$ cat config.mk
export PLATFORM = sky130hd
export DESIGN_NAME = decoder_3to8_pulse_flat
export DESIGN_NICKNAME = d
export VERILOG_FILES = /design/src/rtl/decoder_3to8_pulse_pkg.sv /design/src/rtl/decoder_3to8_pulse_if.sv /design/src/rtl/decoder_3to8_pulse_dec_3to8.sv /design/src/rtl/decoder_3to8_pulse.sv /design/src/flat_wrapper.sv
export SDC_FILE = /design/constraint.sdc
export NUM_CORES = 1
export LEC_CHECK = 0
export ABC_AREA = 1
export BUFFER_PORTS_ARGS = -buffer_cell sky130_fd_sc_hd__buf_4
export CAP_MARGIN = 20
export CELL_PAD_IN_SITES_DETAIL_PLACEMENT = 1
export CELL_PAD_IN_SITES_GLOBAL_PLACEMENT = 1
export CORE_ASPECT_RATIO = 0.75
export CORE_MARGIN = 2
export CORE_UTILIZATION = 43
export CTS_CLUSTER_SIZE = 24
export DETAILED_ROUTE_END_ITERATION = 7
export PLACE_DENSITY = 0.81
export RECOVER_POWER = 100
export SLEW_MARGIN = 5
export SYNTH_ARGS = -nofsm -noshare
export SYNTH_HDL_FRONTEND = slang
export SYNTH_SLANG_ARGS = --single-unit
$ cat constraint.sdc
create_clock -name clk -period 3.5 [get_ports clk]
set_clock_uncertainty 0.1 [all_clocks]
set_input_delay 0.7 -clock clk [delete_from_list [all_inputs] [get_ports clk]]
set_output_delay 0.7 -clock clk [all_outputs]
set_load 0.01 [all_outputs]
$ cat src/rtl/decoder_3to8_pulse_pkg.sv
// -----------------------------------------------------------------------------
// decoder_3to8_pulse_pkg
// Shared definitions for the 3-to-8 pulse decoder:
//   state_t      - controller state encoding (IDLE / DRIVE / GAP)
//   ONEHOT_ZERO  - value driven on the one-hot output when no line is active
//   lengths_ok() - legality check for the pulse/gap lengths against the
//                  counter width, used at elaboration time by the top level
// -----------------------------------------------------------------------------
package decoder_3to8_pulse_pkg;

   typedef enum logic [1:0] {
      ST_IDLE  = 2'd0,
      ST_DRIVE = 2'd1,
      ST_GAP   = 2'd2
   } state_t;

   localparam logic [7:0] ONEHOT_ZERO = 8'h00;

   // Both lengths must fit in the counter and in 1..255 / 0..255.
   function automatic bit lengths_ok(input int pulse_len,
                                     input int gap_len,
                                     input int cw);
      longint lim;
      lim = (longint'(1) << cw) - 1;
      return (pulse_len >= 1) && (pulse_len <= 255) && (pulse_len <= lim) &&
             (gap_len   >= 0) && (gap_len   <= 255) && (gap_len   <= lim);
   endfunction

endpackage

$ cat src/rtl/decoder_3to8_pulse_if.sv
// -----------------------------------------------------------------------------
// decoder_3to8_pulse_if
// Code-input handshake of the pulse decoder.
//   in_valid : producer -> decoder, in_code is valid this cycle
//   in_ready : decoder  -> producer, a code can be accepted this cycle
//   in_code  : producer -> decoder, 3-bit binary code 0..7
// An accept happens on a rising clock edge with in_valid && in_ready.
// -----------------------------------------------------------------------------
interface decoder_3to8_pulse_if;
   logic       in_valid;
   logic       in_ready;
   logic [2:0] in_code;

   modport master (
      output in_valid,
      output in_code,
      input  in_ready
   );

   modport slave (
      input  in_valid,
      input  in_code,
      output in_ready
   );
endinterface

$ cat src/rtl/decoder_3to8_pulse_dec_3to8.sv
// -----------------------------------------------------------------------------
// dec_3to8
// Purely combinational 3-bit binary to 8-bit one-hot decoder.
//   code   : input  [2:0] binary code
//   onehot : output [7:0] bit 'code' set, all others clear
// -----------------------------------------------------------------------------
module dec_3to8
   import decoder_3to8_pulse_pkg::*;
(
   input  logic [2:0] code,
   output logic [7:0] onehot
);

   always_comb begin
      onehot       = ONEHOT_ZERO;
      onehot[code] = 1'b1;
   end

endmodule

$ cat src/rtl/decoder_3to8_pulse.sv
// -----------------------------------------------------------------------------
// decoder_3to8_pulse
// Accepts a 3-bit code over a valid/ready handshake and drives the matching
// one-hot line for PULSE_LEN cycles, followed by GAP_LEN all-zero cycles.
//   clk   : system clock, rising edge
//   rst_n : asynchronous active-low reset
//   en    : allows new codes to be accepted; a running pulse/gap always ends
//   in_if : code handshake (slave side)
//   out   : registered one-hot output, 8'h00 when not driving
//   busy  : high in DRIVE or GAP
//   done  : high in the final DRIVE cycle of each pulse
// -----------------------------------------------------------------------------
module decoder_3to8_pulse
   import decoder_3to8_pulse_pkg::*;
#(
   parameter int PULSE_LEN = 4,
   parameter int GAP_LEN   = 1,
   parameter int CW        = 8
) (
   input  logic                 clk,
   input  logic                 rst_n,
   input  logic                 en,
   decoder_3to8_pulse_if.slave  in_if,
   output logic [7:0]           out,
   output logic                 busy,
   output logic                 done
);

   generate
      if (!lengths_ok(PULSE_LEN, GAP_LEN, CW)) begin : g_bad_params
         $error("decoder_3to8_pulse: PULSE_LEN/GAP_LEN out of range for CW");
      end
   endgenerate

   localparam logic [CW-1:0] PULSE_LOAD = CW'(PULSE_LEN - 1);
   localparam logic [CW-1:0] GAP_LOAD   = CW'((GAP_LEN > 0) ? GAP_LEN - 1 : 0);
   localparam bit            GAP_ON     = (GAP_LEN > 0);

   state_t          state_q, state_d;
   logic [CW-1:0]   cnt_q, cnt_d;
   logic [7:0]      out_q, out_d;
   logic [7:0]      dec_onehot;
   logic            last_cyc;
   logic            ready;
   logic            accept;

   dec_3to8 u_dec (
      .code   (in_if.in_code),
      .onehot (dec_onehot)
   );

   assign last_cyc = (cnt_q == '0);

   // Ready is gated by rst_n so the handshake is closed while in reset.
   // Without a gap, the last DRIVE cycle may accept and chain pulses back
   // to back with no zero cycle in between.
   always_comb begin
      ready = 1'b0;
      if (rst_n && en) begin
         case (state_q)
            ST_IDLE:  ready = 1'b1;
            ST_DRIVE: ready = !GAP_ON && last_cyc;
            ST_GAP:   ready = last_cyc;
            default:  ready = 1'b0;
         endcase
      end
   end

   assign accept = in_if.in_valid && ready;

   always_comb begin
      state_d = state_q;
      cnt_d   = cnt_q;
      out_d   = out_q;
      case (state_q)
         ST_IDLE: begin
            if (accept) begin
               state_d = ST_DRIVE;
               cnt_d   = PULSE_LOAD;
               out_d   = dec_onehot;
            end
         end
         ST_DRIVE: begin
            if (!last_cyc) begin
               cnt_d = cnt_q - 1'b1;
            end else if (accept) begin
               cnt_d = PULSE_LOAD;
               out_d = dec_onehot;
            end else if (GAP_ON) begin
               state_d = ST_GAP;
               cnt_d   = GAP_LOAD;
               out_d   = ONEHOT_ZERO;
            end else begin
               state_d = ST_IDLE;
               out_d   = ONEHOT_ZERO;
            end
         end
         ST_GAP: begin
            if (!last_cyc) begin
               cnt_d = cnt_q - 1'b1;
            end else if (accept) begin
               state_d = ST_DRIVE;
               cnt_d   = PULSE_LOAD;
               out_d   = dec_onehot;
            end else begin
               state_d = ST_IDLE;
            end
         end
         default: begin
            state_d = ST_IDLE;
            cnt_d   = '0;
            out_d   = ONEHOT_ZERO;
         end
      endcase
   end

   always_ff @(posedge clk or negedge rst_n) begin
      if (!rst_n) begin
         state_q <= ST_IDLE;
         cnt_q   <= '0;
         out_q   <= ONEHOT_ZERO;
      end else begin
         state_q <= state_d;
         cnt_q   <= cnt_d;
         out_q   <= out_d;
      end
   end

   assign in_if.in_ready = ready;
   assign out            = out_q;
   assign busy           = (state_q != ST_IDLE);
   assign done           = (state_q == ST_DRIVE) && last_cyc;

endmodule

$ cat src/flat_wrapper.sv
// flat-port wrapper written by rule: the top's interface ports become plain ports
module decoder_3to8_pulse_flat import decoder_3to8_pulse_pkg::*;
#(
   parameter int PULSE_LEN = 4,
   parameter int GAP_LEN   = 1,
   parameter int CW        = 8
)
  (clk, rst_n, en, out, busy, done, in_if_in_valid, in_if_in_code, in_if_in_ready);
  decoder_3to8_pulse_if in_if_i ();
  input  logic clk;
  input  logic rst_n;
  input  logic en;
  output logic [7:0] out;
  output logic busy;
  output logic done;
  input wire logic [$bits(in_if_i.in_valid)-1:0] in_if_in_valid;
  input wire logic [$bits(in_if_i.in_code)-1:0] in_if_in_code;
  output wire logic [$bits(in_if_i.in_ready)-1:0] in_if_in_ready;
  assign in_if_i.in_valid = in_if_in_valid;
  assign in_if_i.in_code = in_if_in_code;
  assign in_if_in_ready = in_if_i.in_ready;
  decoder_3to8_pulse #(.PULSE_LEN(PULSE_LEN), .GAP_LEN(GAP_LEN), .CW(CW)) u_core (.clk(clk), .rst_n(rst_n), .en(en), .in_if(in_if_i), .out(out), .busy(busy), .done(done));
endmodule
==> run_results.csv <==
group,metric,value,unit
status,status,"finished clean",
logic_synthesis,netlist_area,1040,um^2
sta,tightestPinTransition,1.01,ns
hold_path,min_to,"u_core.out[5]",
global_routing,grt_start_max_net_pins,20,
clock_network,cts-htree-levels,1,
placed_design,dp_hpwl,1.83,mm
routing,detailroute.via_count,870,
clock_network,post_cts_buffers,0,
global_routing,grt_pass1_wl,3.86,mm
logic_synthesis,syn_area_per_cell,8.20,um^2
finish,stdcell_count,182,
finish,final_cell_mix,"sky130_fd_sc_hd__nand2_1 (40), sky130_fd_sc_hd__dfrtp_1 (18), sky130_fd_sc_hd__nor2_1 (12)",
clock_network,clock_tree_root_driver_cell,"sky130_fd_sc_hd__clkbuf_4",
sta,final.setup.worst_slack,0.681,ns
clock_network,tritoncts,"yes",
critical_path,critPathRequiredTime,2.70,ns
finish,finish.net_count,157,
critical_path,regToRegEndpoint,"u_core.out[0]",
logic_synthesis,synth.yosys.warnings,0,
critical_path,critPathMostFrequentCell,"sky130_fd_sc_hd__nor2_1",
clock_network,clock_path_buffers,2,
global_routing,grt_remaining_overflow,0,
floorplanning,ios,18,
clock_network,tritoncts.num_buffers,3,
placed_design,dpl_worst_slack,1.31,ns
critical_path,data_arrival_critical_path,2.02,ns
clock_network,clock_insertion_delay_worst_skew,0.30,ns
logic_synthesis,syn_inst,127,
floorplanning,design.die.area,2830,um^2
logic_synthesis,flops_latches_synth,18,
finish,synthToLayoutAreaGrowth,11.8,%
placed_design,io_buffer_count,17,
sta,post-route-period-util,80.5,%
finish,filler_cell_count,306,
logic_synthesis,synth_seq_area_share,43.3,%
floorplanning,num_rows,15,
hold_path,hold_class,"register to register",
critical_path,reg2reg_setup_slack,0.99,ns
routing,routed_wirelength_normalized_by_instance_count,12.9,um
sta,fin_setup_tns,0,ns
routing,avgViaCountPerCell,4.78,
job,max-cap-violations,0,
sta,worst_slew_margin_rel,32.8,%
critical_path,critical_path.cell_chain,"inv_1 > ha_1 > nand2_2 > nor2_1 > nand2_1 > nor2_1 > buf_4",
clock_network,cts_sink_cnt,18,
hold_path,hold-path-cell-count,2,
clock_network,cts-resized-gates,0,
routing,ant_nets,0,
floorplanning,initial_util,45.5,%
clock_network,clk_transition_reported_paths,0.11,ns
global_routing,grt_antenna_before_repair,0,
critical_path,worstPathMaxFanout,6,
power_and_ir_drop,power.density,304,nW/um^2
placed_design,place_inst,178,
global_routing,grt_pass1_vias,835,
critical_path,worstSetupEndpointType,"primary output",
sta,unrepaired_setup_endpoints_after_global_routing,"no",
sta,setup_viol,0,
floorplanning,die_height,46.6,um
critical_path,timing.rr.start,"u_core.cnt_q[0]",
critical_path,worst_setup_path_start_kind,"register",
critical_path,r2r.worst_path.cells,11,
placed_design,globalplace.congestion,0.774,
critical_path,worst-setup-path-type,"register to primary output",
hold_path,min-delay-start,"u_core.out[5]",
routing,detail_route.drc_violations,0,
sta,hold_violations,0,
routing,routed_wl,2.35,mm
clock_network,post_cts_hold_buffer_count,0,
floorplanning,die_w,60.8,um
critical_path,slowest_stage_delay_cp,0.42,ns
finish,drive_above_1_share,19.6,%
sta,period_needed,2.82,ns
sta,slew_viol_final,0,
floorplanning,placeable_core_area,2290,um^2
global_routing,global_route.usage.total,19.3,%
routing,drt_pass1_iterations,4,
sta,peak_freq,0.355,GHz
power_and_ir_drop,irDropWorstVdd,181,uV
finish,final_common_cell,"sky130_fd_sc_hd__nand2_1",
logic_synthesis,mapped_nets,135,
finish,antenna-diode-count,0,
routing,detailedRoute.firstIterationViolations,13,
logic_synthesis,ys_types,21,
power_and_ir_drop,p_leak,0.585,nW
critical_path,timing.critical_path.slowest_stage_cell,"sky130_fd_sc_hd__dfrtp_1",
layout make-up:
cell class / count / area (um^2) / share of cell area, %
sequential: 18 / 450 / 38.7
multi-input combinational: 91 / 477 / 41.0
clock buffer: 4 / 36.3 / 3.12
timing repair buffer: 17 / 90.1 / 7.74
inverter: 18 / 67.6 / 5.81
tap: 34 / 42.5 / 3.66
worst max-delay path by stage:
| stage | startpoint | end | slack (ns) |
|---|---|---|---|
| floorplan | u_core.cnt_q[0] | in_if_in_ready | 1.51 |
| global placement | rst_n | in_if_in_ready | 1.39 |
| detailed placement | u_core.cnt_q[0] | in_if_in_ready | 1.31 |
| CTS | u_core.cnt_q[0] | in_if_in_ready | 0.95 |
| global route | rst_n | in_if_in_ready | 0.44 |
| finish | u_core.cnt_q[0] | done | 0.68 |
Yosys cell counts (all sizes together):
cell,instances,area (um^2)
a21oi,2,10.0
dfrtp,18,450
ha,1,12.5
inv,18,67.6
nand2,47,224
nand3,10,75.1
nand4,1,6.26
nor2,15,92.6
nor3,2,10.0
o211ai,1,7.51
o21ai,4,20.0
o22ai,2,12.5
xnor2,1,8.76
xor2,5,43.8
power by group:
group	internal, W	switching, W	leakage (nW)
combinational	0.00000538	0.00000986	0.343
sequential	0.000208	0	0.221
clock	0.0000634	0.0000674	0.0210
layer usage:
| metal | global-route usage (%) | vias to the layer above | part of all wire (%) |
|---|---|---|---|
| met4 | 4.78 | 0 | 1.4 |
| li1 | - | 435 | - |
| met1 | 26.3 | 418 | 49 |
| met5 | 0 | - | 0 |
| met2 | 30.1 | 13 | 47 |
| met3 | 5.90 | 4 | 2.5 |
state kept, by name, indices dropped and copies added, names as in the netlist:
name            count
u_core.state_q      2
u_core.out          8
u_core.cnt_q        8
cell families after synthesis:
group	count (synthesis)	share of synthesized area, %
compound gates	9	4.81
xor+xnor	6	5.05
fa+ha+maj	1	1.20
buf+inv	18	6.49
flops	18	43.3
simple gates	75	39.2
worst max-delay path, delay by kind of cell (launching register included):
family | cells | cell delay, ns
adders and majority gates | 1 | 0.23
and+or+nand+nor | 4 | 0.81
buffers and inverters | 2 | 0.26
DFF | 1 | 0.42
through the flow:
stage,util (%),power [W],cell area (um^2),hold WS [ns]
after detailed placement,52.9,0.000229,1210,0.363
after global routing,50.8,0.000367,1160,0.410
after global placement,52.9,0.000228,1210,0.355
after CTS,54.5,0.000358,1250,0.158
final,50.8,0.000354,1160,0.384
after floorplan,-,0.000217,1040,0.304
Note: power is estimated with default switching activity, not from simulation.
